--- config.mk ---
export PLATFORM = sky130hd
export DESIGN_NAME = frequency_analyzer_scheduler
export DESIGN_NICKNAME = d
export VERILOG_FILES = /design/src/rtl/frequency_analyzer_scheduler.sv
export SDC_FILE = /design/constraint.sdc
export NUM_CORES = 1
export LEC_CHECK = 0
export BUFFER_PORTS_ARGS = -buffer_cell sky130_fd_sc_hd__buf_2
export CAP_MARGIN = 20
export CORE_MARGIN = 2
export CORE_UTILIZATION = 35
export DETAILED_ROUTE_END_ITERATION = 10
export SYNTH_ARGS = -nofsm -noshare
export SYNTH_HDL_FRONTEND = slang
export SYNTH_SLANG_ARGS = --single-unit
--- constraint.sdc ---
create_clock -name clock -period 8.83 [get_ports clock]
set_input_delay 1.3245 -clock clock [delete_from_list [all_inputs] [get_ports clock]]
set_output_delay 1.3245 -clock clock [all_outputs]
set_load 0.01 [all_outputs]
--- src/rtl/frequency_analyzer_scheduler.sv ---
// Ping-pong start/stop scheduler for two frequency analyzers, with a merged
// valid/ready result stream built from one pending slot per analyzer channel.
module frequency_analyzer_scheduler #(
  parameter int CLOCK        = 100000000,
  parameter int FREQUENCY    = 2000,
  parameter int SIGNAL_DELAY = 20,
  parameter int COUNT_WIDTH  = 32
) (
  input  logic                   clock,
  input  logic                   reset,
  input  logic                   enable,
  input  logic                   window_load,
  input  logic [31:0]            window_ticks_in,
  output logic                   start_analyzer_0,
  output logic                   stop_analyzer_0,
  output logic                   start_analyzer_1,
  output logic                   stop_analyzer_1,
  input  logic                   count_valid_0,
  input  logic                   count_valid_1,
  input  logic [COUNT_WIDTH-1:0] count_0,
  input  logic [COUNT_WIDTH-1:0] count_1,
  output logic [COUNT_WIDTH-1:0] result_data,
  output logic                   result_channel,
  output logic                   result_valid,
  input  logic                   result_ready,
  output logic                   overrun
);

  localparam logic [31:0] WINDOW_RESET = 32'(CLOCK / FREQUENCY);
  localparam logic [31:0] WINDOW_MIN   = 32'(2 * SIGNAL_DELAY);
  localparam logic [31:0] STROBE_LAST  = 32'(SIGNAL_DELAY - 1);

  // Strobe vector bit order: {stop_1, start_1, stop_0, start_0}
  localparam logic [3:0] STB_NONE   = 4'b0000;
  localparam logic [3:0] STB_PRIME  = 4'b0001;
  localparam logic [3:0] STB_DRAIN0 = 4'b0010;
  localparam logic [3:0] STB_SWAP01 = 4'b0110;
  localparam logic [3:0] STB_DRAIN1 = 4'b1000;
  localparam logic [3:0] STB_SWAP10 = 4'b1001;

  typedef enum logic [2:0] {
    IDLE, PRIME, WIN0, SWAP01, WIN1, SWAP10, DRAIN0, DRAIN1
  } state_t;

  state_t      state;
  logic [31:0] window;
  logic [31:0] phase;
  logic [3:0]  strobe;

  function automatic logic [31:0] clamp_window(input logic [31:0] ticks);
    return (ticks < WINDOW_MIN) ? WINDOW_MIN : ticks;
  endfunction

  assign start_analyzer_0 = strobe[0];
  assign stop_analyzer_0  = strobe[1];
  assign start_analyzer_1 = strobe[2];
  assign stop_analyzer_1  = strobe[3];

  // Phase counter runs continuously from PRIME entry, so strobe phases and
  // idle windows share one time base and boundaries stay exactly window apart.
  always_ff @(posedge clock or negedge reset) begin
    if (!reset) begin
      state  <= IDLE;
      window <= WINDOW_RESET;
      phase  <= '0;
      strobe <= STB_NONE;
    end else begin
      unique case (state)
        IDLE: begin
          phase <= '0;
          if (window_load) window <= clamp_window(window_ticks_in);
          if (enable) begin
            state  <= PRIME;
            strobe <= STB_PRIME;
          end
        end
        PRIME, SWAP01, SWAP10: begin
          if (!enable) begin
            phase  <= '0;
            state  <= (state == SWAP01) ? DRAIN1 : DRAIN0;
            strobe <= (state == SWAP01) ? STB_DRAIN1 : STB_DRAIN0;
          end else begin
            phase <= phase + 32'd1;
            if (phase == STROBE_LAST) begin
              state  <= (state == SWAP01) ? WIN1 : WIN0;
              strobe <= STB_NONE;
            end
          end
        end
        WIN0, WIN1: begin
          if (!enable) begin
            phase  <= '0;
            state  <= (state == WIN1) ? DRAIN1 : DRAIN0;
            strobe <= (state == WIN1) ? STB_DRAIN1 : STB_DRAIN0;
          end else if (phase == window - 32'd1) begin
            phase  <= '0;
            state  <= (state == WIN0) ? SWAP01 : SWAP10;
            strobe <= (state == WIN0) ? STB_SWAP01 : STB_SWAP10;
          end else begin
            phase <= phase + 32'd1;
          end
        end
        DRAIN0, DRAIN1: begin
          if (phase == STROBE_LAST) begin
            phase  <= '0;
            state  <= IDLE;
            strobe <= STB_NONE;
          end else begin
            phase <= phase + 32'd1;
          end
        end
        default: begin
          state  <= IDLE;
          strobe <= STB_NONE;
        end
      endcase
    end
  end

  // Stage p0: per-channel pending slots
  logic [1:0]             vld_p0;
  logic [COUNT_WIDTH-1:0] slot0_p0;
  logic [COUNT_WIDTH-1:0] slot1_p0;
  logic                   prefer;
  logic                   take;
  logic                   load;
  logic                   pick_ch;
  logic [1:0]             consumed;
  logic                   lost;

  always_comb begin
    take     = !result_valid || result_ready;
    pick_ch  = (vld_p0 == 2'b11) ? prefer : vld_p0[1];
    load     = take && (vld_p0 != 2'b00);
    consumed = 2'b00;
    if (load) consumed[pick_ch] = 1'b1;
    lost     = (count_valid_0 && vld_p0[0] && !consumed[0]) ||
               (count_valid_1 && vld_p0[1] && !consumed[1]);
  end

  always_ff @(posedge clock) begin
    if (count_valid_0) slot0_p0 <= count_0;
    if (count_valid_1) slot1_p0 <= count_1;
  end

  // Stage p1: output register, held while the consumer stalls
  always_ff @(posedge clock or negedge reset) begin
    if (!reset) begin
      vld_p0         <= 2'b00;
      result_valid   <= 1'b0;
      result_data    <= '0;
      result_channel <= 1'b0;
      prefer         <= 1'b0;
      overrun        <= 1'b0;
    end else begin
      vld_p0[0] <= count_valid_0 || (vld_p0[0] && !consumed[0]);
      vld_p0[1] <= count_valid_1 || (vld_p0[1] && !consumed[1]);
      if (take) result_valid <= load;
      if (load) begin
        result_data    <= pick_ch ? slot1_p0 : slot0_p0;
        result_channel <= pick_ch;
        prefer         <= !pick_ch;
      end
      if (lost) overrun <= 1'b1;
      else if (window_load) overrun <= 1'b0;
    end
  end

endmodule
# Word level (Yosys, flattened, before mapping)
# Index checks and enable logic that the tools add are counted.
# word_totals
reg_bits	173
latchBits	0
ram_bits	0
rom_bits	0
out_inout_bits	39
elab_cells	89
n_memories	0
# op_classes
addsub	2
multipliers	0
n_div	0
n_lt_le_gt_ge	3
n_eq_ne	14
n_shift	0
muxes	33
n_bitwise	0
n_reduce_logical	25
# ops
cell	count
32-bit two-way mux	6
32-bit case mux with 4 select lines	1
32-bit by 1-bit adder with 32-bit output (second input constant)	1
32-bit equality test	1
32-bit by 5-bit equality test with 1-bit output (second input constant)	1
32-bit by 6-bit less-than comparator with 1-bit output (second input constant)	1
4-bit two-way mux	8
32-bit by 1-bit subtractor with 32-bit output (second input constant)	1
3-bit two-way mux	8
4-bit case mux with 4 select lines	1
3-bit equality test (second input constant)	4
3-bit case mux with 4 select lines	1
1-bit logical AND	8
3-bit by 2-bit equality test with 1-bit output (second input constant)	2
1-bit two-way mux	6
3-bit != test (second input constant)	2
1-bit zero test	4
1-bit logical OR	4
2-bit != test (second input constant)	2
2-bit AND reduction	2
4-bit AND reduction	1
2-bit nonzero test	2
2-bit OR reduction	2
3-bit by 1-bit equality test with 1-bit output (second input constant)	1
7 further kinds	7

# Logic depth before layout (Yosys ltp)
# Gate-level depths: netlist (run 1).
# depth
ltp_word	11
ltp_mapped	13
mapped_depth_nobuf	11

# Least setup slack after synthesis (run 1)
# No wires, ideal clock.
# synth_timing
path_kind	reg2reg
startpoint	register window[16]
endpoint	register strobe[0]
arrival_ns	3.507
slack_ns	5.201
path_stages_with_launch	11
path_buffers	1
path_cell_list	dfrtp_1 > buf_4 > or3_4 > or4_4 > a2111oi_4 > nor2_1 > or4b_1 > or4_4 > nor4b_4 > o221ai_1 > a32o_1
# synth_between
elab_chain_cells	4
# synth_lines
item	line_no	source
start: declaration	46	logic [31:0] window;
start signal: assignment	71	if (window_load) window <= clamp_window(window_ticks_in);
32-bit by 1-bit subtractor with 32-bit output	95	end else if (phase == window - 32'd1) begin
32-bit equality test	95	
3-bit != test (no line)	-	
2-bit AND reduction (no line)	-	
end signal: assignment	81	strobe <= (state == SWAP01) ? STB_DRAIN1 : STB_DRAIN0;
end signal: assignment	94	strobe <= (state == WIN1) ? STB_DRAIN1 : STB_DRAIN0;
end signal: assignment	98	strobe <= (state == WIN0) ? STB_SWAP01 : STB_SWAP10;
end: declaration	48	logic [3:0] strobe;
# No other way between the ends.
# A chain may end at the register's enable or synchronous reset.

# Worst setup path after layout (run 1)
# Same ends and word-level chain as after synthesis.

==> results of run 1 <==
## sequential cells by signal, summed over array words and instances, names as in the netlist
register        cells
state               3
prefer              1
slot1_p0           32
strobe              4
result_channel      1
window             32
overrun             1
slot0_p0           32
result_valid        1
result_data        32
phase              32
vld_p0              2
## layer usage
layer	track usage, %	wire (um)
met5	0	0
met4	5.50	349
met3	4.92	1490
met2	26.4	9160
met1	23.4	9100
## final cells by class
cell class | instances | area, um^2 | share of cell area, %
clock buffers | 17 | 425 | 4.41
well taps | 285 | 357 | 3.69
repair buffers | 147 | 771 | 7.99
multi-input cells | 487 | 3060 | 31.7
clock inverters | 15 | 209 | 2.16
flip-flops and latches | 173 | 4660 | 48.2
inverters | 46 | 173 | 1.79
diodes | 1 | 2.50 | 0.0259
## stage by stage
stage          total power [mW]  instances
5_1_grt                    2.39       1170
4_1_cts                    2.29       1169
3_3_place_gp               1.50       1137
3_5_place_dp               1.50       1137
6_report                   2.26       1171
2_1_floorplan              1.31        746
## cells in the final DEF, fill, tap and decap left out, types with 3 or more instances in the layout
master	Yosys	final
a21o_1	6	6
a21oi_1	9	9
a222oi_1	33	33
a31oi_1	3	3
a32o_1	3	3
a32oi_1	3	3
and3_1	7	7
buf_2	1	140
buf_4	3	6
clkbuf_16	0	18
clkinv_8	0	7
dfrtp_1	103	103
dfstp_2	6	6
edfxtp_1	64	64
inv_1	46	46
inv_8	0	4
mux2i_1	3	3
nand2_1	115	115
nand2b_1	4	4
nand3_1	22	22
nand4_1	16	16
nor2_1	70	69
nor3_1	13	13
nor4_1	20	20
o211ai_1	10	10
o21ai_0	12	12
o31ai_1	6	6
or2_2	3	3
or3_1	4	4
or4_1	7	7
or4_4	3	3
xnor2_1	33	33
xor2_1	37	37
## power by group
| part | switching, mW | internal [mW] |
|---|---|---|
| Sequential | 0.113 | 0.960 |
| Combinational | 0.230 | 0.185 |
| Clock | 0.382 | 0.393 |
## cell families after synthesis
group,after synthesis,share of synthesized area [%]
adders and majority gates,2,0.310
AOI/OAI and AO/OA,104,10.7
and+or+nand+nor,307,18.7
DFF,173,57.8
buffers and inverters,86,4.35
muxes,4,0.512
xor gates and xnor gates,70,7.61
## critical path, stage by stage (launching register included)
cell,delay (ns)
dfrtp_1,0.47
or3_4,0.45
or4_4,0.54
a2111oi_4,0.39
nor2_1,0.07
or4b_1,0.52
or4_4,0.56
nor4b_4,0.32
o221ai_1,0.21
a32o_1,0.23
## worst paths after layout
| check | endpoint | slack (ns) | cells past startpoint |
|---|---|---|---|
| max in group asynchronous | strobe[1]$_DFFE_PN0P_ | 6.71 | 2 |
| hold reg to reg | result_data[24]$_DFFE_PN0P_ | 0.48 | 2 |
| hold / removal | result_data[24]$_DFFE_PN0P_ | 0.48 | 2 |
| setup / recovery | strobe[0]$_DFFE_PN0P_ | 4.95 | 9 |
| min in group asynchronous | result_data[23]$_DFFE_PN0P_ | 0.96 | 1 |
| setup reg to reg | strobe[0]$_DFFE_PN0P_ | 4.95 | 9 |
==> summary.md, run 1 <==
| Metric | Value |
|---|---|
| Status | complete, no violations |
| Postcts setup bufs | 0 |
| Max cap viols | 0 |
| Vert. Die Dim | 156 um |
| DR WL/cell | about 17 um |
| Tot GR Track Use | 17.2% |
| Nets | 977 |
| First-pass GRT wire length | 32500 um |
| Die Wd | 156 um |
| Total Routed Length | 20100 um |
| Placed inst area | roughly 9000 um^2 |
| Largest net degree at the start of global routing | between 60 and 70 |
| CTS HTree Levels | 4 |
| Slew headroom | 28.1% |
| Post-route setup TNS | 0 ns |
| Final Max Slew Viols | 0 |
| I/O pin count | between 100 and 150 |
| Number of synthesized flops with an enable pin | 64 |
| Main synth FF type | dfrtp_1 |
| Arrival @ worst endpoint | 4.19 ns |
| Post-DRT Antenna Nets | 0 |
| Hold-fix buffers, CTS | 0 |
| Crit. End Element | flop |
| CTS resizes | 0 |
| Vias in the first global route | around 6000 |
| Fill count | 2168 |
| Setup ws final | 4.95 ns |
| Synthesized netlist cell count | 746 |
| Initial Util | 35.6% |
| Worst setup path class | flop to flop |
| Post-synthesis sequential area ratio | 57.8% |
| Hold crit path type | flop to flop |
| IO Port Bufs | 141 |
| Period utilisation layout | a little over two fifths |
| Top area cells in the synthesized netlist | dfrtp_1 (32%), edfxtp_1 (24%), nand2_1 (5.4%) |
| Gp weighted congestion | 0.904 |
| Finished Cell Area | 9650 um^2 |
| Most numerous cell in the Yosys netlist | nand2_1 |
| FF+latch count, synth | about 170 |
| Clock tree root driver cell | clkbuf_16 |
| Startpoint Class | flop |
| RSZ-0062 raised after global routing | false |
| Die area | 24300 um^2 |
| CTS sink cnt | between 150 and 200 |
| CTS tree | done |
| R2r startpoint | window[16]$_DFFE_PN0P_ |
| Share of cells above drive strength 1 | 23.6% |
| DRC viols | 0 |
| Pleak | 4.31 nW |
| Yosys top cell area share | 32.0% |
| Fmax | 258 MHz |
| Syn_nets | 851 |
| Final hold slack | 0.479 ns |
| HPWL after DPL | 14500 um |
| DRT Pass-1 Iters | 6 |
| Yosys top cell by area | dfrtp_1 |
| Crit-path max FO | 7 |
| Gr ovfl total | 0 |
| CTS max path bufs | 2 |
| Finished Core Util | 42.6% |
| Post-place setup slack | 4.72 ns |
| HP Start | slot1_p0[24]$_DFFE_PP_ |
| Final setup viols | 0 |
| Clk slew on worst S/H paths | 0.08 ns |
| Crit path required time | 9.14 ns |
| Min Tclk post-route | 3.88 ns |
| Post-route clock skew | between 0.01 and 0.015 ns |
| Core area | 22600 um^2 |
| Synth top cells by count | nand2_1 (115), dfrtp_1 (103), nor2_1 (70) |
| Final hold vios | 0 |
| Async set-reset flop share out of synthesis | 63.0% |
| Vias/cell | 5.24 |
| Detailed-route via count | 6139 |
| Num rows | between 50 and 60 |
| Power per standard cell area | 234 nW/um^2 |
| CP startpoint | window[16]$_DFFE_PN0P_ |
| Slew @ Worst Pin | 1.08 ns |
| CTS buffer count | 17 |
| Post-Syn Area | 8060 um^2 |
| Initial antenna violation count | 1 |
| Worst VDD drop | around 0.14 mV |
| Synth cell types | 66 |
| Ys Warns | 0 |
| P&R area growth vs syn | 19.8% |
| Mapped Avg Cell Area | 10.8 um^2 |
| Initial DRC Count | 483 |
| Worst-skew pair later-pin latency | about 0.43 ns |
(Power assumes the default switching activity.)
==> run 2, diff against run 1 <==
--- a/config.mk
+++ b/config.mk
@@ -5,6 +5,7 @@
 export SDC_FILE = /design/constraint.sdc
 export NUM_CORES = 1
 export LEC_CHECK = 0
+export ABC_AREA = 1
 export BUFFER_PORTS_ARGS = -buffer_cell sky130_fd_sc_hd__buf_2
 export CAP_MARGIN = 20
 export CORE_MARGIN = 2
==> constraint.sdc (replaced) <==
create_clock -name clock -period 4 [get_ports clock]
set_input_delay 0.6 -clock clock [delete_from_list [all_inputs] [get_ports clock]]
set_output_delay 0.6 -clock clock [all_outputs]
set_load 0.01 [all_outputs]
==> run 2 against run 1 <==
  * Fmax grew 34%
  * Critical endpoint unchanged
  * Global-route usage grew 0.39 points
  * Utilization shrank 0.18 points
  * Largest power group unchanged
  * Synthesized cell count grew 33%
  * Flip-flop and latch count is the same
  * Via count grew 15%
  * Sequential power grew to 2.5 times the previous value
  * Register-to-register slack lost 3.8 ns
==> summary.md, run 2 <==
| Metric | Value |
|---|---|
| Syn_nets | 1100 |
| Vias/cell | 4.83 |
| Max stage delay on crit path | 0.59 ns |
| Die area | 25900 um^2 |
| Tot GR Track Use | approximately 18% |
| Post-DRT Antenna Nets | 0 |
| Ant diodes | 0 |
| CP delay by family, top | simple AND/OR/NAND/NOR gates |
| GR peak layer | met2 |
| Slew @ Worst Pin | approximately 0.86 ns |
| Gp weighted congestion | 0.886 |
| Arrival @ worst endpoint | roughly 3.2 ns |
| Comb power frac | 33.8% |
| Crit-path most repeated cell | nand2_1 |
| Startpoint Class | flop |
| Sw frac | 40.2% |
| Nets | 1235 |
| Placed inst area | between 9000 and 10000 um^2 |
| FF+latch count, synth | around 170 |
| HPWL after DPL | between 15000 and 20000 um |
| Final setup viols | 0 |
| Top area cells in the synthesized netlist | dfrtp_1 (30%), edfxtp_1 (22%), nand2_1 (12%) |
| Final Max Slew Viols | 0 |
| Min Tclk post-route | around 2.9 ns |
| Cell chain of the critical path | inv_2 -> ha_1 -> nand3_2 -> nor2_2 -> nand2_1 -> nand2_1 -> nand2_1 -> clkinv_1 -> nand2_1 -> nor2_1 -> nand2_1 -> nor2_1 -> nand3_1 -> nand2_2 -> nand3_2 -> nand2_1 -> nand2_1 |
| Status | complete, no violations |
| Fmax | 346 MHz |
| Mapped Avg Cell Area | slightly below 9 um^2 |
| Final hold vios | 0 |
| Number of synthesized flops with an enable pin | 64 |
| Seq pwr share | 40.1% |
| R2r worst-path depth | 17 |
| Detailed-route via count | a little over 7000 |
| M3 GR Usage | ~5% |
| Initial DRC Count | 463 |
| Post-Syn Area | 8610 um^2 |
| Crit-path slowest cell | nand2_2 |
| DRC viols | 0 |
| Fill count | between 2000 and 2500 |
| Post-route clock skew | 0.0151 ns |
| Core area | 24200 um^2 |
| DRT Pass-1 Iters | 5 |
| Period utilisation layout | 72.2% |
| Postcts setup bufs | 0 |
| Clk network pwr share | 26.1% |
| Hold-fix buffers, CTS | 0 |
| Sequential standard cell area | 4660 um^2 |
| Synth cell types | 43 |
| Initial antenna violation count | 2 |
| RSZ-0062 raised after global routing | false |
| Hold crit path type | primary input to asynchronous set/reset pin |
| Die Wd | 161 um |
| Crit-path max FO | 40 |
| CTS max path bufs | 2 |
| Pleak | 4.72 nW |
| Post-place setup slack | 1.09 ns |
| CTS tree | done |
| I/O pin count | 142 |
| Worst setup path class | flop to flop |
| Initial Util | 35.5% |
| CTS resizes | 0 |
| Post-synthesis sequential area ratio | between 50% and 60% |
| Reg2Reg Setup Slack | 1.11 ns |
| R2R Path End | strobe[0]$_DFFE_PN0P_ |
| GR Util met2 | between 20% and 30% |
| IO Port Bufs | 141 |
| Crit path required time | 4.32 ns |
| Finished Cell Area | 10300 um^2 |
| Ys Warns | 0 |
| Commonest non-fill, non-tap cell in the layout | nand2_1 |
| R2r startpoint | window[0]$_DFFE_PN0P_ |
| Crit. End Element | flop |
| Async set-reset flop share out of synthesis | 63.0% |
| Gr ovfl total | 0 |
| Clk slew on worst S/H paths | roughly 0.070 ns |
| Yosys top cell area share | 29.9% |
| DR WL/cell | 14.8 um |
| Num rows | 57 |
| Psw | 2.71 mW |
| CTS sink cnt | 173 |
| Vert. Die Dim | 161 um |
| Clock tree root driver cell | clkbuf_16 |
| Worst-skew pair later-pin latency | 0.43 ns |
| Main synth FF type | dfrtp_1 |
| Crit path buf inv count | 2 |
| Most numerous cell in the Yosys netlist | nand2_1 |
| Footprint of the multi-input gates | 3480 um^2 |
| Setup ws final | between 1 and 1.5 ns |
| M1 GR Usage | a little under a quarter |
| P_int | between 4 and 5 mW |
| Largest net degree at the start of global routing | 64 |
| Vias in the first global route | between 7000 and 8000 |
| P&R area growth vs syn | 19.6% |
| CTS buffer count | 17 |
| Slew headroom | 42.7% |
| Synth top cells by count | nand2_1 (284), dfrtp_1 (103), nand3_1 (103) |
| Share of cells above drive strength 1 | 19.9% |
| Worst VDD drop | 0.418 mV |
| Post-route setup TNS | 0 ns |
| Most frequent cells in the layout | nand2_1 (284), buf_2 (140), nand3_1 (103), dfrtp_1 (103), nor2_1 (91) |
| Max cap viols | 0 |
| First-pass GRT wire length | 36100 um |
| Yosys top cell by area | dfrtp_1 |
| Power per standard cell area | 654 nW/um^2 |
| Total Routed Length | 21800 um |
| CTS HTree Levels | 4 |
| Synthesized netlist cell count | 995 |
## run 2: kinds of logic after synthesis
logic type / synth area share [%]
xor+xnor: 5.60
simple gates: 29.3
compound gates: 5.17
buf+inv: 5.58
flops: 54.1
fa+ha+maj: 0.291
## run 2: metrics by stage
stage / instances / total power [mW] / hold slack (ns) / utilization (%)
2_1_floorplan: 995 / 4.22 / 0.304 / -
3_3_place_gp: 1435 / 5.00 / 0.432 / 39.8
3_5_place_dp: 1435 / 5.01 / 0.439 / 39.8
4_1_cts: 1467 / 6.80 / 0.310 / 42.5
5_1_grt: 1467 / 7.26 / 0.313 / 42.5
6_report: 1467 / 6.73 / 0.271 / 42.5
## run 2: worst max-delay path by stage
stage | endpoint | start | slack, ns | cells past startpoint
3_5_place_dp | strobe[0]$_DFFE_PN0P_ | window[0]$_DFFE_PN0P_ | 1.09 | 17
2_1_floorplan | state[1]$_DFFE_PN0P_ | window[0]$_DFFE_PN0P_ | 1.93 | 16
4_1_cts | strobe[0]$_DFFE_PN0P_ | window[0]$_DFFE_PN0P_ | 1.06 | 17
6_report | strobe[0]$_DFFE_PN0P_ | window[0]$_DFFE_PN0P_ | 1.11 | 17
5_1_grt | strobe[0]$_DFFE_PN0P_ | window[0]$_DFFE_PN0P_ | 0.72 | 15
3_3_place_gp | strobe[0]$_DFFE_PN0P_ | window[0]$_DFFE_PN0P_ | 1.15 | 17
## run 2: worst reg2reg max path, delay by kind of cell (launching register included)
kind,cells,cell delay (ns)
flip-flops,1,0.39
buffers and inverters,2,0.15
AND/OR/NAND/NOR,14,2.05
adder cells (fa/ha/maj),1,0.23
## run 2: power by group through the flow
stage,logic [mW],clock network [mW],registers (mW)
floorplan,1.52,0,2.70
global placement,2.27,0,2.73
detailed placement,2.30,0,2.71
CTS,2.30,1.80,2.70
global route,2.62,1.88,2.77
finish,2.27,1.76,2.70
## run 2: layout make-up
type                            instances  area share (%)
Clock buffer                           17            4.13
Multi-Input combinational cell        698            33.8
Tap cell                              324            3.94
Sequential cell                       173            45.2
Timing Repair Buffer                  149            7.46
Clock inverter                         15            2.09
Inverter                               91            3.32
## run 2: per-layer routing
| metal | vias to the layer above | routed length (um) |
|---|---|---|
| met5 | - | 16 |
| met4 | 4 | 324 |
| met3 | 23 | 1690 |
| met2 | 239 | 9680 |
| met1 | 3294 | 10100 |
| li1 | 3529 | - |
==> run 3, diff against run 2 <==
==> constraint.sdc (replaced) <==
create_clock -name clock -period 2.6 [get_ports clock]
set_input_delay 0.39 -clock clock [delete_from_list [all_inputs] [get_ports clock]]
set_output_delay 0.39 -clock clock [all_outputs]
set_load 0.01 [all_outputs]
==> run 3 against run 2 <==
  * Clock power grew 52%
  * Worst setup slack lost 0.85 ns
  * Utilization rose by 0.55 points
  * Sequential power up 54%
  * Final area up 1.3%
  * Sequential share of layout area is 0.58 points lower
  * Die area did not move
  * Fmax increased by 23%
  * Cell count grew 0.82%
  * Critical path depth decreased by 8
  * Worst hold slack got worse by 0.17 ns
  * Highest routed layer unchanged
==> summary.md, run 3 (synthesis results as in run 2) <==
| Metric | Value |
|---|---|
| Crit path required time | 2.93 ns |
| Final Max Slew Viols | 0 |
| Worst VDD drop | 0.577 mV |
| Post-route setup TNS | 0 ns |
| Largest net degree at the start of global routing | 78 |
| I/O pin count | 142 |
| Initial antenna violation count | 2 |
| Hold Path Sink | slot1_p0[18]$_DFFE_PP_ |
| Post-DRT Antenna Nets | 0 |
| Reg2Reg Setup Slack | between 0.2 and 0.3 ns |
| Core area | 24200 um^2 |
| Most frequent cells in the layout | nand2_1 (284), buf_2 (140), dfrtp_1 (103), nand3_1 (102), nor2_1 (91) |
| Min Tclk post-route | 2.34 ns |
| Placed insts | 1443 |
| First-pass GRT wire length | 36400 um |
| Total Routed Length | 22200 um |
| Final setup viols | 0 |
| Hold crit path type | primary input to flop |
| Gr ovfl total | 0 |
| Period utilisation layout | between 90% and 100% |
| Pleak | around 4.8 nW |
| Nets | ~1200 |
| Power per standard cell area | 1000 nW/um^2 |
| Initial DRC Count | 430 |
| DR WL/cell | 15.0 um |
| Tot GR Track Use | between 10% and 20% |
| DRT Pass-1 Iters | 8 |
| RSZ-0062 raised after global routing | false |
| Commonest non-fill, non-tap cell in the layout | nand2_1 |
| Crit-path max FO | 5 |
| CTS buffer count | 17 |
| CTS tree | done |
| Slew headroom | 44.7% |
| Worst-skew pair later-pin latency | 0.45 ns |
| Max cap viols | 0 |
| Final Power | ~10 mW |
| Fmax | roughly 430 MHz |
| Initial Util | 35.5% |
| CTS max path bufs | 2 |
| P&R area growth vs syn | 21.1% |
| Crit. End Element | flop |
| Vias in the first global route | between 7000 and 8000 |
| Clock tree root driver cell | clkbuf_16 |
| Status | complete, no violations |
| Share of cells above drive strength 1 | 20.9% |
| Detailed-route via count | slightly above 7000 |
| Die Wd | 161 um |
| CTS HTree Levels | 4 |
| Vias/cell | around 4.9 |
| Final hold vios | 0 |
| Die area | 25900 um^2 |
| Startpoint Class | flop |
| Finished Cell Area | 10400 um^2 |
| Ant diodes | 0 |
| Vert. Die Dim | 161 um |
| Gp weighted congestion | 0.856 |
| CTS sink cnt | 173 |
| HP Start | count_1[18] |
| Arrival @ worst endpoint | about 2.7 ns |
| Fill count | around 2400 |
| Finished Layout Cells | 1479 |
| Worst setup path class | flop to flop |
| R2r startpoint | phase[5]$_DFF_PN0_ |
| IO Port Bufs | 141 |
| Placed inst area | 9740 um^2 |
| Clk slew on worst S/H paths | about 0.08 ns |
| R2R Path End | phase[26]$_DFF_PN0_ |
| Hold path depth | 1 |
| Post-route clock skew | 0.0198 ns |
| R2r worst-path depth | 9 |
| HPWL after DPL | 16000 um |
| Num rows | 57 |
| Slew @ Worst Pin | 0.830 ns |
| DRC viols | 0 |
## run 3: critical path: stages, from the launching register on
cell and delay, ns:
dfrtp_1 0.50, inv_1 0.11, nor4_1 0.48, nand3_1 0.22, nor3_1 0.33, nand4_1 0.19, nor2_1 0.20, nand2_1 0.08
nand2_1 0.09, a21oi_1 0.04
## run 3: area by class of cell
type                    count  area [um^2]  share of cell area, %
clock buffers              17          425                   4.08
flip-flops and latches    173         4660                   44.7
multi-input cells         699         3510                   33.7
clock inverters            15          206                   1.98
well taps                 324          405                   3.89
repair buffers            160          878                   8.42
inverters                  91          342                   3.28
## run 3: stage by stage
step	worst slack [ns]	util [%]	hold WS, ns
after detailed placement	0.156	40.2	0.235
after floorplan	0.525	-	0.0944
after global placement	0.222	40.2	0.235
after global routing	0.0247	43.0	0.0926
final	0.258	43.0	0.105
after CTS	0.145	42.8	0.0945
## run 3: repair_timing
item	4_1_cts	5_1_grt
hold buffers	1	0
hold endpoints to repair	8	0
resized for setup	0	6
endpoints found under the setup margin	0	39
buffers inserted	0	2
## run 3: routing by layer
layer  share of wire, %  vias to the layer above  global-route usage [%]
met5               0.14                        -                       0
met4                1.8                        4                    5.60
met3                8.1                       33                    5.22
met2                 46                      253                    29.5
met1                 44                     3357                    22.3
li1                   -                     3553                       -
## run 3: power breakdown
| part | switching [mW] | internal (mW) | leakage [nW] |
|---|---|---|---|
| combinational | 2.29 | 1.31 | 2.48 |
| sequential | 0.633 | 3.54 | 2.00 |
| clock | 1.34 | 1.33 | 0.303 |
## run 3: worst max path at each step
| stage | endpoint | cells past startpoint | from |
|---|---|---|---|
| 5_1_grt | phase[15]$_DFF_PN0_ | 14 | window[1]$_DFFE_PN0P_ |
| 2_1_floorplan | state[1]$_DFFE_PN0P_ | 16 | window[0]$_DFFE_PN0P_ |
| 6_report | phase[26]$_DFF_PN0_ | 9 | phase[5]$_DFF_PN0_ |
| 3_5_place_dp | phase[29]$_DFF_PN0_ | 14 | window[1]$_DFFE_PN0P_ |
| 3_3_place_gp | phase[31]$_DFF_PN0_ | 14 | window[1]$_DFFE_PN0P_ |
| 4_1_cts | phase[29]$_DFF_PN0_ | 14 | window[1]$_DFFE_PN0P_ |
